### src/rtl/fm_deviation_loader.sv
// rtl/fm_deviation_loader.sv - assembles a 48-bit FM deviation word from host writes and
// commits it to the deviation register on a DDS update tick, with a watchdog fallback.
module fm_deviation_loader #(
  parameter int TIMEOUT_CYCLES = 65535,
  parameter int TMR_W          = 16
) (
  input  logic        Clock,
  input  logic        Reset,
  input  logic        Wr_Strobe,
  input  logic [1:0]  Wr_Addr,
  input  logic [15:0] Wr_Data,
  input  logic        Commit,
  input  logic        Clear_Err,
  input  logic        Update_Tick,
  output logic [47:0] Dev_Data,
  output logic        Dev_EN,
  output logic        Busy,
  output logic        Err_Incomplete,
  output logic        Err_Timeout
);

  typedef enum logic [1:0] {IDLE, PENDING, LOAD} state_t;

  localparam logic [TMR_W-1:0] TMO_LAST = TMR_W'(TIMEOUT_CYCLES - 1);

  state_t            state, state_next;
  logic [47:0]       staged, pending;
  logic [2:0]        mask, wr_sel;
  logic [TMR_W-1:0]  timer;
  logic              commit_ok, commit_bad, tick_load, timeout_load;
  logic              dev_en_next, busy_next;

  always_comb begin
    wr_sel = 3'b000;
    if (Wr_Strobe) begin
      case (Wr_Addr)
        2'd0:    wr_sel = 3'b001;
        2'd1:    wr_sel = 3'b010;
        2'd2:    wr_sel = 3'b100;
        default: wr_sel = 3'b000;
      endcase
    end
  end

  assign commit_ok    = Commit && (state != LOAD) && (mask == 3'b111);
  assign commit_bad   = Commit && (state != LOAD) && (mask != 3'b111);
  assign tick_load    = (state == PENDING) && Update_Tick;
  // A fresh commit restarts the watchdog, so it cannot also time out this cycle.
  assign timeout_load = (state == PENDING) && !Update_Tick && !commit_ok && (timer == TMO_LAST);

  always_ff @(posedge Clock or negedge Reset) begin
    if (!Reset) begin
      state  <= IDLE;
      Dev_EN <= 1'b0;
      Busy   <= 1'b0;
    end else begin
      state  <= state_next;
      Dev_EN <= dev_en_next;
      Busy   <= busy_next;
    end
  end

  always_comb begin
    state_next = state;
    case (state)
      IDLE:    if (commit_ok) state_next = PENDING;
      PENDING: if (tick_load || timeout_load) state_next = LOAD;
      LOAD:    state_next = IDLE;
      default: state_next = IDLE;
    endcase
  end

  always_comb begin
    dev_en_next = (state_next == LOAD);
    busy_next   = (state_next != IDLE);
  end

  always_ff @(posedge Clock or negedge Reset) begin
    if (!Reset) begin
      staged         <= '0;
      pending        <= '0;
      mask           <= 3'b000;
      timer          <= '0;
      Dev_Data       <= '0;
      Err_Incomplete <= 1'b0;
      Err_Timeout    <= 1'b0;
    end else begin
      if (wr_sel[0]) staged[15:0]  <= Wr_Data;
      if (wr_sel[1]) staged[31:16] <= Wr_Data;
      if (wr_sel[2]) staged[47:32] <= Wr_Data;
      // Mask clear from a commit happens first so a coincident write stays recorded.
      mask <= (commit_ok ? 3'b000 : mask) | wr_sel;
      if (commit_ok) pending <= staged;
      if (commit_ok) timer <= '0;
      else if (state == PENDING && !Update_Tick) timer <= timer + 1'b1;
      // A commit landing with the tick wins over the older pending word.
      if (tick_load || timeout_load) Dev_Data <= commit_ok ? staged : pending;
      Err_Incomplete <= commit_bad   | (Err_Incomplete & ~Clear_Err);
      Err_Timeout    <= timeout_load | (Err_Timeout & ~Clear_Err);
    end
  end

endmodule
### config.mk
export PLATFORM = sky130hd
export DESIGN_NAME = fm_deviation_loader
export DESIGN_NICKNAME = d
export VERILOG_FILES = /design/src/rtl/fm_deviation_loader.sv
export SDC_FILE = /design/constraint.sdc
export NUM_CORES = 1
export LEC_CHECK = 0
export ABC_AREA = 0
export CAP_MARGIN = 20
export CELL_PAD_IN_SITES_DETAIL_PLACEMENT = 1
export CELL_PAD_IN_SITES_GLOBAL_PLACEMENT = 2
export CORE_ASPECT_RATIO = 0.6
export CORE_MARGIN = 4
export CORE_UTILIZATION = 40
export DETAILED_ROUTE_END_ITERATION = 10
export MAX_ROUTING_LAYER = met4
export PLACE_DENSITY_LB_ADDON = 0.1
export SLEW_MARGIN = 20
export SYNTH_ARGS = -nofsm -noshare
export SYNTH_HDL_FRONTEND = slang
export SYNTH_SLANG_ARGS = --single-unit
### constraint.sdc
create_clock -name Clock -period 2.3 [get_ports Clock]
set_input_delay 0.46 -clock Clock [delete_from_list [all_inputs] [get_ports Clock]]
set_output_delay 0.46 -clock Clock [all_outputs]
set_load 0.01 [all_outputs]
==> flow_metrics.tcl <==
set metrics [dict create \
    status "finished clean" \
    synth_seq_area_share_pct 64.0 \
    synth_top_flop_cell "dfrtp_1" \
    cp.arrival_ns 2.40 \
    synthTopCellsByArea "dfrtp_1, mux2_2, buf_6" \
    routed_wl_um 14800 \
    grt_max_degree 53 \
    fin_nets 552 \
    port_buffers 75 \
    synthCells 426 \
    dp_cells 715 \
    yosysWarnings 0 \
    clk_pin_slew_ns 0.08 \
    drt_pass1_iterations 4 \
    grt_pass1_wl_um 24200 \
    post_cts_resized 0 \
    yosys.area.top_type "dfrtp_1" \
    fmax_mhz 474 \
    avgSynthCellArea_um2 15.5 \
    insertion_delay_ns 0.42 \
    track_usage_pct 17.3 \
    numCtsBuffers 17 \
    critical_path.endpoint_type "flip-flop" \
    dp_hpwl_um 10300 \
    post-route-drc-count 0 \
    rsz0062_at_grt "no" \
    hp-class "reg2reg" \
    pre_cts_ws_ns -0.109 \
    p_leak_uw 0.00357 \
    syn_nets 452 \
    irDropWorstVdd_uv 523 \
    yosys.area.top_type_share_pct 64.0 \
    syn-cell-area_mm2 0.00661 \
    crit_family "flip-flops" \
    instances_no_fill 748 \
    cp-start-kind "flip-flop" \
    skew_ns 0.0162 \
    core_mm2 0.0162 \
    htreeDepth 4 \
    fin_crit_sh_pct 91.7 \
    routed_via_density 5.13 \
    worstPathRequired_ns 2.59 \
    row_count 36 \
    slew_violations 0 \
    drt.antenna.violating_nets 0 \
    synth.distinct_cells 40 \
    diodes 0 \
    io_pins 76 \
    drv_cap 0 \
    vias 3838 \
    crit_buf_inv 2 \
    cp_slowest_cell "dfrtp_1" \
    layout.area.seq_mm2 0.00423 \
    root_buffer "clkbuf_16" \
    finalHoldViolations 0 \
    synth_edf_count 0 \
    area_growth_pct 26.2 \
    slew_headroom_pct 65.1 \
    drtIter0Drc 178 \
    die_h_um 108 \
    clockBufferDepth 2 \
    die_area_mm2 0.0187 \
    setup_viol 0 \
    fillers 1567 \
    cts_tree "yes" \
    multi_input_area_mm2 0.00223 \
    cts.sinks 169 \
    path_class "reg2reg" \
    cellPowerDensity_mw_per_mm2 1260 \
    place_congestion 0.780 \
    die_w_um 174 \
    start_util_pct 40.8 \
    crit_fanout 27 \
    path_cells "inv_1, ha_1, and2_1, nand4_2, o31ai_4, buf_12, mux2_2" \
    tightest_slew_ns 0.524 \
    overflow 0 \
    wl_per_cell_um 19.7 \
    slowest_delay_ns 0.40 \
    synth-seq-cells 169 \
    fin_crit_ns 2.11 \
    antenna_found_initial 0 \
    async_flop_share_pct 100 \
    drive_above_1_share_pct 38.0 \
    grt_pass1_vias 4309 \
    setup_slack_ns 0.191 \
]
## routing by layer
| metal | vias to the layer above | wire length [µm] | global-route usage (%) |
|---|---|---|---|
| li1 | 1729 | - | - |
| met1 | 2051 | 7820 | 25.7 |
| met2 | 48 | 6440 | 24.7 |
| met3 | 10 | 382 | 2.95 |
| met4 | 0 | 116 | 4.74 |
| met5 | - | 0 | - |
## stage by stage
stage               hold WS, ns  total power [µW]  util (%)  area (µm²)  setup TNS [ns]
floorplan                 0.164              6290         -        6610               0
global placement          0.448              7730      47.8        7750           -2.34
detailed placement        0.454              7880      47.8        7750           -4.49
CTS                       0.485             10700      51.5        8340               0
global route              0.510             11200      51.5        8340               0
finish                    0.483             10600      51.5        8340               0
## worst reg2reg max path, cell delays in order, from the launching register on
cell     delay [ns]
dfrtp_1        0.40
inv_1          0.10
ha_1           0.16
and2_1         0.17
nand4_2        0.17
o31ai_4        0.37
buf_12         0.25
mux2_2         0.37
## flip-flops by register name (all words and copies together), names as in the netlist
name,cells
Dev_EN,1
Dev_Data,48
mask,3
state,2
timer,16
Err_Timeout,1
Err_Incomplete,1
pending,48
staged,48
Busy,1
## cell families (layout without fill, tap and decap cells)
logic type	Yosys count	count (layout)	synth area share [%]
XOR/XNOR	9	9	1.19
buffers and inverters	23	136	2.37
adder cells (fa/ha/maj)	2	2	0.378
AO/OA/AOI/OAI	19	19	2.10
AND/OR/NAND/NOR	59	59	5.34
multiplexers	145	145	24.7
flip-flops	169	169	64.0
## Yosys cell counts (all sizes together) (2+ instances only)
| library cell | number |
|---|---|
| dfrtp | 169 |
| and4 | 2 |
| clkbuf | 6 |
| nand2 | 11 |
| nand3 | 7 |
| buf | 12 |
| or4 | 4 |
| nor4 | 4 |
| or3 | 2 |
| and3 | 3 |
| ha | 2 |
| a21o | 2 |
| mux2 | 144 |
| and2 | 2 |
| nor3 | 2 |
| xor2 | 2 |
| nand4 | 3 |
| a21oi | 6 |
| nand3b | 3 |
| inv | 5 |
| o21a | 2 |
| xnor2 | 7 |
| o31ai | 6 |
| nor2 | 11 |
## final cells by class
type	count	share of cell area, %
clock inverter	15	1.92
inverter	5	0.225
clock buffer	17	5.10
multi-input combinational	234	26.7
sequential	169	50.7
tap	209	3.13
timing repair buffer	99	12.3
## report_power, final
group,leakage (µW),internal (µW),switching [µW],total [µW]
clock,0.000285,1450,1320,2770
combinational,0.00122,1920,1280,3210
sequential,0.00207,4050,524,4570
## timing repair
item	4_1_cts	5_1_grt
endpoints found under the setup margin	0	0
hold endpoints to repair	1	0
hold buffers	1	0
setup buffers	0	0
## final timing paths
| path | from | endpoint | slack (ns) | cells after the start |
|---|---|---|---|---|
| worst max register to register | timer[0]$_DFFE_PN0P_ | Dev_Data[13]$_DFFE_PN0P_ | 0.19 | 7 |
| max in group asynchronous | Reset | Dev_Data[4]$_DFFE_PN0P_ | 0.95 | 3 |
| min in group asynchronous | Reset | Dev_Data[16]$_DFFE_PN0P_ | 0.56 | 2 |
| worst min-delay path | pending[46]$_DFF_PN0_ | pending[46]$_DFF_PN0_ | 0.48 | 1 |
| worst max-delay path | timer[0]$_DFFE_PN0P_ | Dev_Data[13]$_DFFE_PN0P_ | 0.19 | 7 |
| worst min register to register | pending[46]$_DFF_PN0_ | pending[46]$_DFF_PN0_ | 0.48 | 1 |
## layout by cell type (no fill, tap or decap), drive strengths merged
cell and instances:
nand2b 1, dfrtp 169, o21ai 1, and4bb 1, nor4 4, clkinv 8
o2bb2ai 1, buf 24, inv 11, ha 2, nor3b 1, nand4bb 1
and3 3, o22ai 1, nand4 3, clkbuf 17, and4 2, mux2i 1
nor3 2, or3b 1, mux2 144, nand2 11, o21a 2, nand3b 3
xor2 2, clkdlybuf4s50 74, nand3 7, dlygate4sd3 1, and2 2, xnor2 7
a21oi 6, o31ai 6, or4 4, clkinvlp 1, nor2 11, or3 2
a21o 2
Power figures use the tool's default switching activity.
